===== src/rtl/uart_tx_pkg.sv =====
// Shared definitions for the memory-mapped UART transmitter.
// Contents: register offsets within the 16-byte window, store-size encodings on WWHBS,
// the transmit FSM state type, STATUS bit positions and a baud-period helper.
package uart_tx_pkg;

  localparam logic [3:0] TXDATA_OFS  = 4'h0;
  localparam logic [3:0] STATUS_OFS  = 4'h4;
  localparam logic [3:0] BAUDDIV_OFS = 4'h8;

  localparam logic [1:0] SZ_BYTE = 2'b00;
  localparam logic [1:0] SZ_HALF = 2'b01;
  localparam logic [1:0] SZ_WORD = 2'b10;

  typedef enum logic [1:0] {
    StIdle,
    StStart,
    StData,
    StStop
  } tx_state_e;

  localparam int unsigned STAT_FULL    = 0;
  localparam int unsigned STAT_EMPTY   = 1;
  localparam int unsigned STAT_BUSY    = 2;
  localparam int unsigned STAT_OVF     = 3;
  localparam int unsigned STAT_CNT_LSB = 4;

  // A programmed divisor of 0 behaves as 1 cycle per bit.
  function automatic logic [15:0] eff_period(input logic [15:0] div);
    return (div == 16'd0) ? 16'd1 : div;
  endfunction

endpackage


===== src/rtl/uart_tx_mmio_if.sv =====
// Core data-memory bus as seen by the UART transmitter.
// Signals: WE/WADDR/WData/WWHBS (store), MRE/RADDR (load request), RDATA (registered load data).
// master: the core side; slave: the peripheral side.
interface uart_tx_mmio_if;
  logic        WE;
  logic [31:0] WADDR;
  logic [31:0] WData;
  logic [1:0]  WWHBS;
  logic        MRE;
  logic [31:0] RADDR;
  logic [31:0] RDATA;

  modport master (
    output WE, WADDR, WData, WWHBS, MRE, RADDR,
    input  RDATA
  );

  modport slave (
    input  WE, WADDR, WData, WWHBS, MRE, RADDR,
    output RDATA
  );
endinterface


===== src/rtl/sync_fifo.sv =====
// Single-clock FIFO, Depth a power of two (>= 2).
// Ports: clk_i, rst_ni (async active-low), push_i/wdata_i, pop_i/rdata_o (first-word
// fall-through head), full_o, empty_o, count_o (0..Depth).
// A push while full is accepted only when a pop happens at the same edge; pops on an
// empty FIFO are ignored.
module sync_fifo #(
  parameter int unsigned Width = 8,
  parameter int unsigned Depth = 8,
  localparam int unsigned Aw   = $clog2(Depth)
) (
  input  logic             clk_i,
  input  logic             rst_ni,
  input  logic             push_i,
  input  logic [Width-1:0] wdata_i,
  input  logic             pop_i,
  output logic [Width-1:0] rdata_o,
  output logic             full_o,
  output logic             empty_o,
  output logic [Aw:0]      count_o
);

  logic [Width-1:0] mem_q [Depth];
  logic [Aw-1:0]    wptr_q, rptr_q;
  logic [Aw:0]      count_q;
  logic             do_push, do_pop;

  assign full_o  = (count_q == (Aw+1)'(Depth));
  assign empty_o = (count_q == '0);
  assign count_o = count_q;
  assign rdata_o = mem_q[rptr_q];

  assign do_pop  = pop_i & ~empty_o;
  assign do_push = push_i & (~full_o | do_pop);

  always_ff @(posedge clk_i or negedge rst_ni) begin
    if (!rst_ni) begin
      wptr_q  <= '0;
      rptr_q  <= '0;
      count_q <= '0;
    end else begin
      if (do_push) wptr_q <= wptr_q + Aw'(1);
      if (do_pop)  rptr_q <= rptr_q + Aw'(1);
      unique case ({do_push, do_pop})
        2'b10:   count_q <= count_q + (Aw+1)'(1);
        2'b01:   count_q <= count_q - (Aw+1)'(1);
        default: count_q <= count_q;
      endcase
    end
  end

  // Storage needs no reset; pointers define validity.
  always_ff @(posedge clk_i) begin
    if (do_push) mem_q[wptr_q] <= wdata_i;
  end

endmodule


===== src/rtl/uart_tx_mmio.sv =====
// Memory-mapped 8N1 UART transmitter.
// Ports: CLK, rst_n (async active-low), bus (core store/load bus, slave side),
//        TXD (serial out, idle high), TxIrq (FIFO empty and transmitter idle).
// Window at BASE_ADDR: 0x0 TXDATA (W), 0x4 STATUS (R/W1C overflow), 0x8 BAUDDIV (R/W, half/word
// writes only), 0xC reserved. RDATA is registered and 0 for loads outside the window.
module uart_tx_mmio
  import uart_tx_pkg::*;
#(
  parameter logic [31:0] BASE_ADDR  = 32'h1000_0000,
  parameter int unsigned FIFO_DEPTH = 8,
  parameter logic [15:0] DIV_RESET  = 16'd868
) (
  input  logic           CLK,
  input  logic           rst_n,
  uart_tx_mmio_if.slave  bus,
  output logic           TXD,
  output logic           TxIrq
);

  localparam int unsigned CntW = $clog2(FIFO_DEPTH) + 1;

  // Address decode
  logic       w_hit, r_hit;
  logic [1:0] w_ofs, r_ofs;
  logic       push_req, stat_wr, baud_wr;

  assign w_hit    = bus.WE  && (bus.WADDR[31:4] == BASE_ADDR[31:4]);
  assign r_hit    = bus.MRE && (bus.RADDR[31:4] == BASE_ADDR[31:4]);
  assign w_ofs    = bus.WADDR[3:2];
  assign r_ofs    = bus.RADDR[3:2];
  assign push_req = w_hit && (w_ofs == TXDATA_OFS[3:2]);
  assign stat_wr  = w_hit && (w_ofs == STATUS_OFS[3:2]);
  assign baud_wr  = w_hit && (w_ofs == BAUDDIV_OFS[3:2]) &&
                    ((bus.WWHBS == SZ_HALF) || (bus.WWHBS == SZ_WORD));

  logic unused_bits;
  assign unused_bits = ^{bus.WADDR[1:0], bus.RADDR[1:0], bus.WData[31:16]};

  // Transmit FIFO
  logic            fifo_full, fifo_empty, pop;
  logic [7:0]      fifo_head;
  logic [CntW-1:0] fifo_count;

  sync_fifo #(
    .Width (8),
    .Depth (FIFO_DEPTH)
  ) u_fifo (
    .clk_i   (CLK),
    .rst_ni  (rst_n),
    .push_i  (push_req),
    .wdata_i (bus.WData[7:0]),
    .pop_i   (pop),
    .rdata_o (fifo_head),
    .full_o  (fifo_full),
    .empty_o (fifo_empty),
    .count_o (fifo_count)
  );

  // Transmitter state
  tx_state_e   state_q;
  logic        txd_q;
  logic [7:0]  shift_q;
  logic [2:0]  bitidx_q;
  logic [15:0] cnt_q, period_q;
  logic        bit_end;

  assign bit_end = (cnt_q == 16'd0);
  // A frame starts from IDLE, or directly out of a finishing stop bit so frames abut.
  assign pop = ~fifo_empty & ((state_q == StIdle) | ((state_q == StStop) & bit_end));

  // Register file
  logic [15:0] bauddiv_q, bauddiv_d;
  logic        ovf_q, ovf_d;
  logic [31:0] rdata_q, rdata_d;
  logic [31:0] status_w;

  always_comb begin
    status_w                      = '0;
    status_w[STAT_FULL]           = fifo_full;
    status_w[STAT_EMPTY]          = fifo_empty;
    status_w[STAT_BUSY]           = (state_q != StIdle);
    status_w[STAT_OVF]            = ovf_q;
    status_w[STAT_CNT_LSB +: 4]   = 4'(fifo_count);
  end

  always_comb begin
    ovf_d     = ovf_q;
    bauddiv_d = bauddiv_q;
    rdata_d   = '0;
    if (stat_wr && bus.WData[STAT_OVF]) ovf_d = 1'b0;
    // A fresh drop wins over a simultaneous clear.
    if (push_req && fifo_full && !pop) ovf_d = 1'b1;
    if (baud_wr) bauddiv_d = bus.WData[15:0];
    if (r_hit) begin
      case (r_ofs)
        STATUS_OFS[3:2]:  rdata_d = status_w;
        BAUDDIV_OFS[3:2]: rdata_d = {16'd0, bauddiv_q};
        default:          rdata_d = '0;
      endcase
    end
  end

  always_ff @(posedge CLK or negedge rst_n) begin
    if (!rst_n) begin
      bauddiv_q <= DIV_RESET;
      ovf_q     <= 1'b0;
      rdata_q   <= '0;
    end else begin
      bauddiv_q <= bauddiv_d;
      ovf_q     <= ovf_d;
      rdata_q   <= rdata_d;
    end
  end

  // Frame FSM; the period is latched at frame start so BAUDDIV writes wait for the next frame.
  always_ff @(posedge CLK or negedge rst_n) begin
    if (!rst_n) begin
      state_q  <= StIdle;
      txd_q    <= 1'b1;
      shift_q  <= '0;
      bitidx_q <= '0;
      cnt_q    <= '0;
      period_q <= 16'd1;
    end else begin
      unique case (state_q)
        StIdle: begin
          if (pop) begin
            state_q  <= StStart;
            txd_q    <= 1'b0;
            shift_q  <= fifo_head;
            period_q <= eff_period(bauddiv_q);
            cnt_q    <= eff_period(bauddiv_q) - 16'd1;
          end
        end
        StStart: begin
          if (bit_end) begin
            state_q  <= StData;
            txd_q    <= shift_q[0];
            bitidx_q <= 3'd0;
            cnt_q    <= period_q - 16'd1;
          end else begin
            cnt_q <= cnt_q - 16'd1;
          end
        end
        StData: begin
          if (bit_end) begin
            cnt_q <= period_q - 16'd1;
            if (bitidx_q == 3'd7) begin
              state_q <= StStop;
              txd_q   <= 1'b1;
            end else begin
              bitidx_q <= bitidx_q + 3'd1;
              txd_q    <= shift_q[1];
              shift_q  <= {1'b0, shift_q[7:1]};
            end
          end else begin
            cnt_q <= cnt_q - 16'd1;
          end
        end
        StStop: begin
          if (bit_end) begin
            if (pop) begin
              state_q  <= StStart;
              txd_q    <= 1'b0;
              shift_q  <= fifo_head;
              period_q <= eff_period(bauddiv_q);
              cnt_q    <= eff_period(bauddiv_q) - 16'd1;
            end else begin
              state_q <= StIdle;
            end
          end else begin
            cnt_q <= cnt_q - 16'd1;
          end
        end
        default: state_q <= StIdle;
      endcase
    end
  end

  assign TXD       = txd_q;
  assign TxIrq     = fifo_empty & (state_q == StIdle);
  assign bus.RDATA = rdata_q;

endmodule


===== src/flat_wrapper.sv =====
// flat-port wrapper written by rule: the top's interface ports become plain ports
module uart_tx_mmio_flat import uart_tx_pkg::*;
#(
  parameter logic [31:0] BASE_ADDR  = 32'h1000_0000,
  parameter int unsigned FIFO_DEPTH = 8,
  parameter logic [15:0] DIV_RESET  = 16'd868
)
  (CLK, rst_n, TXD, TxIrq, bus_WE, bus_WADDR, bus_WData, bus_WWHBS, bus_MRE, bus_RADDR, bus_RDATA);
  uart_tx_mmio_if bus_i ();
  input  logic CLK;
  input  logic rst_n;
  output logic TXD;
  output logic TxIrq;
  input wire logic [$bits(bus_i.WE)-1:0] bus_WE;
  input wire logic [$bits(bus_i.WADDR)-1:0] bus_WADDR;
  input wire logic [$bits(bus_i.WData)-1:0] bus_WData;
  input wire logic [$bits(bus_i.WWHBS)-1:0] bus_WWHBS;
  input wire logic [$bits(bus_i.MRE)-1:0] bus_MRE;
  input wire logic [$bits(bus_i.RADDR)-1:0] bus_RADDR;
  output wire logic [$bits(bus_i.RDATA)-1:0] bus_RDATA;
  assign bus_i.WE = bus_WE;
  assign bus_i.WADDR = bus_WADDR;
  assign bus_i.WData = bus_WData;
  assign bus_i.WWHBS = bus_WWHBS;
  assign bus_i.MRE = bus_MRE;
  assign bus_i.RADDR = bus_RADDR;
  assign bus_RDATA = bus_i.RDATA;
  uart_tx_mmio #(.BASE_ADDR(BASE_ADDR), .FIFO_DEPTH(FIFO_DEPTH), .DIV_RESET(DIV_RESET)) u_core (.CLK(CLK), .rst_n(rst_n), .bus(bus_i), .TXD(TXD), .TxIrq(TxIrq));
endmodule

===== config.mk =====
export PLATFORM = sky130hd
export DESIGN_NAME = uart_tx_mmio_flat
export DESIGN_NICKNAME = d
export VERILOG_FILES = /design/src/rtl/uart_tx_pkg.sv /design/src/rtl/uart_tx_mmio_if.sv /design/src/rtl/sync_fifo.sv /design/src/rtl/uart_tx_mmio.sv /design/src/flat_wrapper.sv
export SDC_FILE = /design/constraint.sdc
export NUM_CORES = 1
export LEC_CHECK = 0
export ABC_CLOCK_PERIOD_IN_PS = 2800
export CELL_PAD_IN_SITES_DETAIL_PLACEMENT = 1
export CELL_PAD_IN_SITES_GLOBAL_PLACEMENT = 1
export CORE_ASPECT_RATIO = 1.75
export CORE_MARGIN = 1.5
export CORE_UTILIZATION = 38
export CTS_CLUSTER_DIAMETER = 50
export DETAILED_ROUTE_END_ITERATION = 8
export PLACE_DENSITY = 0.86
export SYNTH_ARGS = -nofsm -noshare
export SYNTH_HDL_FRONTEND = slang
export SYNTH_SLANG_ARGS = --single-unit

===== constraint.sdc =====
create_clock -name CLK -period 2.8 [get_ports CLK]
set_input_delay 0.84 -clock CLK [delete_from_list [all_inputs] [get_ports CLK]]
set_output_delay 0.84 -clock CLK [all_outputs]
set_load 0.01 [all_outputs]

After elaboration in Yosys (flattened, before gate mapping). Memory sizes are Yosys's and may differ from the RTL's. Index checks and enable logic that the tools add are counted.

Bits in registers: 105. Memory bits (writable): 64. Bits of input ports: 102. Output and inout port bits: 34. Word-level logic and storage cells: 116. Memories: 1.

Add/sub/neg operators: 8. Equality and inequality tests: 21. Muxes and demuxes: 37. Bitwise gates (word level): 9. Reductions and logical operators: 28.

Memory list: u_core.u_fifo.mem_q (words 8, bits a word 8, rd ports 1, clocked after memory_dff 0, wr ports 1, RTL line sync_fifo.sv:22) `logic [Width-1:0] mem_q [Depth];`.

Operators with widths (number): $mux W16 (6); $pmux W16 S2 (2); $eq A28 B25 Y1 const B (2); $pmux W16 S3 (1); $sub A16 B1 Y16 const B (3); $logic_not A16 Y1 (2); $mux W32 (1); $mux W8 (4); $pmux W8 S3 (1); $eq A2 B2 Y1 const B (6); $eq A2 B1 Y1 const B (5); $mux W1 (10); $mux W2 (5); $ne A2 B1 Y1 const B (5); $reduce_bool A2 Y1 (5); $add A3 B1 Y3 const B (3); $logic_and A1 B1 Y1 (9); $mux W3 (3); $pmux W2 S4 (1); $pmux W4 S2 (1); $reduce_and A4 Y1 (2); $pmux W3 S2 (1); $and A1 B1 Y1 (5); $reduce_and A5 Y1 (1); other kinds (16) (19).

Longest topological paths before layout.
Depth in word-level cells: 9. Gate-level depth with buffers: 13. Gate-level depth less buffers: 13.

Cells and area by module. Synthesis repeated with hierarchy kept, for this count alone.

Cells, all modules: 654. Area total of the unflattened synthesis: 7941.4 um^2.

By module, submodules not included: uart_tx_mmio (times used 1, cells each 492, area an instance 4790.8 um^2, seq. area each 1985.7 um^2); sync_fifo (times used 1, cells each 162, area an instance 3150.5 um^2, seq. area each 2172.1 um^2).

Worst setup path after synthesis. Ideal clock, no wire load.

Path kind: input to register. Start point: input port bus_WADDR[4]. End point: memory u_core.u_fifo.mem_q[0][0], enable pin. Arrival time: 2.708 ns. Required time: 2.417 ns. Slack: -0.291 ns. Stages: 6. Path buffers: 0. Cell sequence: nor4_1 nand4_1 or2_1 nor4_2 nand2b_1 nor3_1.

Longest elaborated chain between the ends: 6.

RTL lines: start: declaration (RTL line flat_wrapper.sv:15) `input wire logic [$bits(bus_i.WADDR)-1:0] bus_WADDR;`; $eq A28 B25 Y1 (RTL line uart_tx_mmio.sv:27) `assign w_hit = bus.WE && (bus.WADDR[31:4] == BASE_ADDR[31:4]);`; $logic_and A1 B1 Y1 (RTL line uart_tx_mmio.sv:27); $logic_and A1 B1 Y1 (RTL line uart_tx_mmio.sv:31) `assign push_req = w_hit && (w_ofs == TXDATA_OFS[3:2]);`; $and A1 B1 Y1 (RTL line sync_fifo.sv:33) `assign do_push = push_i & (~full_o | do_pop);`; $mux W1 (RTL line sync_fifo.sv:53) `if (do_push) mem_q[wptr_q] <= wdata_i;`; $mux W1 (implied by the code) (RTL line sync_fifo.sv:53); end: declaration (RTL line sync_fifo.sv:22).

Every way passes these cells.

Final worst setup path.
Start point: input port bus_WADDR[4]. End point: register u_core.u_fifo.count_q[3] (netlist: u_core.u_fifo.count_o[3]).

Longest elaborated chain between the ends: 6.

RTL lines: $eq A28 B25 Y1 * (RTL line uart_tx_mmio.sv:27); $logic_and A1 B1 Y1 * (RTL line uart_tx_mmio.sv:27); $logic_and A1 B1 Y1 * (RTL line uart_tx_mmio.sv:31); $and A1 B1 Y1 * (RTL line sync_fifo.sv:33); $eq A2 B1 Y1 or $eq A2 B2 Y1 (tied branches) (RTL line sync_fifo.sv:43) `unique case ({do_push, do_pop})`; $pmux W4 S2 or $reduce_bool A2 Y1 (tied branches); end signal: assignment (RTL line sync_fifo.sv:44) `2'b10: count_q <= count_q + (Aw+1)'(1);`; end signal: assignment (RTL line sync_fifo.sv:45) `2'b01: count_q <= count_q - (Aw+1)'(1);`; end signal: assignment (RTL line sync_fifo.sv:46) `default: count_q <= count_q;`; end: declaration (RTL line sync_fifo.sv:24) `logic [Aw:0] count_q;`.

Every way passes the cells marked *; elsewhere a longest branch is shown, timed or not. A chain may end at the register's enable or synchronous reset.

==> impl_metrics.toml <==
[worst_setup_path]
worstReg2RegStart = "u_core.bauddiv_q[9]"
crit_slowest_cell = "nor4_2"
cp_data_arrival_time_ns = 3.18
r2r-end = "u_core.cnt_q[14]"
critPathMaxFanout = 3
endpoint = "u_core.u_fifo.count_o[3]"
r2r_cells = 11
crit_required_ns = 3.16
rrSetupSlack_ns = 0.04
critPathKind = "in -> reg"
worst_setup_path_start_kind = "primary input"
crit_chain = "dlygate4sd2_1, nor4_2, nand4_1, or2_4, nand2_4, inv_4, ha_4, a21o_1, a21oi_4, nand3_2, a21boi_2, o21ai_1"
cpPeakStageDelay_ns = 0.39
cp-startpoint = "bus_WADDR[4]"
crit_path_end_kind = "flip-flop"

[route]
drt-pass1-iter-count = 5
vias_per_cell = 5.87
vias = 6433
drt_first_iter_violations = 418
drt-total-wl_um = 26500
final_antenna_net_count = 0
drc = 0
wl_per_cell_um = 24.2

[global_routing]
antenna_found_initial = 0
met2_usage_pct = 45.4
grt_busiest_layer = "met2"
grt_pass1_vias = 7121
grt_pass1_wl_um = 39500
grt.overflow.total = 0
grt.total_usage_pct = 24.5
grt_start_max_net_pins = 43
met3_usage_pct = 4.51
grt_util_met1_pct = 24.4

[floorplan]
initial_utilization_pct = 38.4
die_width_um = 111
num_io_pins = 136
die_y_um = 192
num_rows = 69
core_mm2 = 0.0202
design.die.area_mm2 = 0.0213

[placed_design]
numPortBuffers = 99
gp_congestion = 0.862
hpwlAfterDp_um = 17600

[min_path]
hold_path_class = "in -> async"

[yosys]
yosys-top-cells-count = "dfrtp_1 (82), nor2_1 (77), edfxtp_1 (64)"
synthTopCellsByArea = "dfrtp_1 (26%), edfxtp_1 (25%), mux4_2 (4.6%)"
netlist_instances = 662
synth-main-ff-cell = "dfrtp_1"
async_reset_ff_share_pct = 58.2
ys_seq_area_share_pct = 53.6
syn_area_per_cell_um2 = 11.7
ys_ff_latch = 153
synth_edf_count = 64
yosysWarnings = 0
yosysMostFrequentCell = "dfrtp_1"
syn_area_mm2 = 0.00776
ys_types = 76
synth_top_cell_by_area = "dfrtp_1"
synth_top_area_share_pct = 26.4

[timing]
max_slew.worst_pin.slew_ns = 0.970
finalHoldViolCount = 0
finalSetupViolations = 1
fin_hold_ws_ns = 0.343
finalCritPeriodShare_pct = 101
report.final.slew_viol_count = 0
max_freq_mhz = 354
clock_skew_ns = 0.0104
fin_crit_ns = 2.83
maxSlewHeadroom_pct = 35.3
final.setup.worst_slack_ns = -0.0259

[power_and_ir_drop]
p_leak_nw = 4.25
peakVddDrop_uv = 406
powerDensity_mw_per_mm2 = 536

[outcome]
status = "finished, violations left"
violations = "negative setup slack"

[clocking]
cts_root_buf = "clkbuf_16"
cts_buffers = 17
cts_tree = "built"
clkSlewWorstSetupHoldPaths_ns = 0.07
hold_buffers = 0
clock_latency_ns = 0.43
cts_sinks = 153
cts.path.max_buffers = 2
htree_levels = 4

[final_layout]
utilization_pct = 51.3
final_nets = 953
drive_gt1_share_pct = 25.4
syn_to_final_growth_pct = 33.5

[job]
drv_cap = 0
## layout by cell type (no fill, tap or decap), types with 8 or more instances in the layout
cell type        synthesis  layout
inv_1                   20      18
and3_1                   8       8
xnor2_1                 21      21
o22ai_1                  9       9
nand3_1                 12      11
nand4_1                  8       8
buf_4                   16      76
nor2_1                  77      71
mux2i_1                 11      11
ha_1                    17      14
nor4_1                  15       8
o21ai_0                 17      16
nand2_1                 42      40
nor3_1                  17      15
mux2_2                  28      28
clkbuf_16                0      17
dfrtp_1                 82      82
edfxtp_1                64      64
a21oi_1                 30      29
clkdlybuf4s50_1          0      68
conb_1                   1      16
dlymetal6s2s_1           0      18
xor2_1                  17      17
dlygate4sd2_1            0      11
mux4_2                  16      16
## per-layer routing
layer	up-vias	share of wire (%)
li1	2778	-
met1	3288	34
met2	263	56
met3	104	3.9
met4	0	6.2
met5	-	0
## layout make-up
cell class	instances	area, um^2
Clock buffer	19	443
Fill cell	2119	9840
Sequential cell	153	4160
Clock inverter	13	141
Inverter	21	81.3
Timing Repair Buffer	179	1660
Multi-Input combinational cell	461	3570
Tap cell	248	310
Antenna cell	1	2.50
## flip-flops by register name (all words and copies together), names as in the netlist
signal	cells
u_core.TXD	1
u_core.u_fifo.rptr_q	3
u_core.u_fifo.count_o	4
u_core.shift_q	8
u_core.bitidx_q	3
u_core.ovf_q	1
u_core.period_q	16
u_core.cnt_q	16
u_core.u_fifo.mem_q	64
u_core.state_q	2
u_core.bus.RDATA	16
u_core.u_fifo.wptr_q	3
u_core.bauddiv_q	16
## metrics by stage
step	instance area [um^2]	power [W]	setup WS [ns]	cells	TNS, ns
after CTS	10200	0.00556	-0.000820	1094	-0.000820
after global routing	10400	0.00570	-0.101	1094	-2.03
final	10400	0.00555	-0.0259	1095	-0.0259
after global placement	9530	0.00319	-0.543	1061	-32.87
after floorplan	7850	0.00292	-0.0649	677	-2.88
after detailed placement	9530	0.00324	-0.711	1061	-36.34
## where the power goes
part | internal, W | switching (W)
logic | 0.000400 | 0.000392
clock network | 0.00134 | 0.000967
registers | 0.00238 | 0.0000657
total | 0.00412 | 0.00142
## worst min path at each step
| stage | start | end | slack, ns | depth (start not counted) |
|---|---|---|---|---|
| after global placement | u_core.period_q[15] | u_core.period_q[15] | 0.48 | 2 |
| after global routing | rst_n | u_core.period_q[12] | 0.35 | 1 |
| after floorplan | u_core.period_q[15] | u_core.period_q[15] | 0.47 | 2 |
| after detailed placement | u_core.shift_q[4] | u_core.shift_q[4] | 0.50 | 1 |
| final | rst_n | u_core.period_q[12] | 0.34 | 1 |
| after CTS | rst_n | u_core.cnt_q[13] | 0.34 | 1 |
## cells by family (layout without fill, tap and decap cells)
family	count (synthesis)	after routing	share of synthesized area [%]
other cells	1	17	0.0483
xor+xnor	39	39	4.50
flops	153	153	53.6
compound gates	111	111	9.85
buf+inv	63	232	3.97
fa+ha+maj	18	18	3.00
mux	55	55	10.1
simple gates	222	222	14.9
## what timing repair did
item | 4_1_cts | 5_1_grt
cloned | 0 | 0
pin swaps | 18 | 16
resized for setup | 44 | 33
endpoints found under the setup margin | 77 | 77
buffers inserted | 1 | 0
## critical path, delay by kind of cell
kind / cells / cell delay (ns)
fa+ha+maj: 1 / 0.21
compound gates: 4 / 0.73
simple gates: 5 / 1.11
buf+inv: 2 / 0.30
No activity file was read; power rests on OpenSTA's default activity.
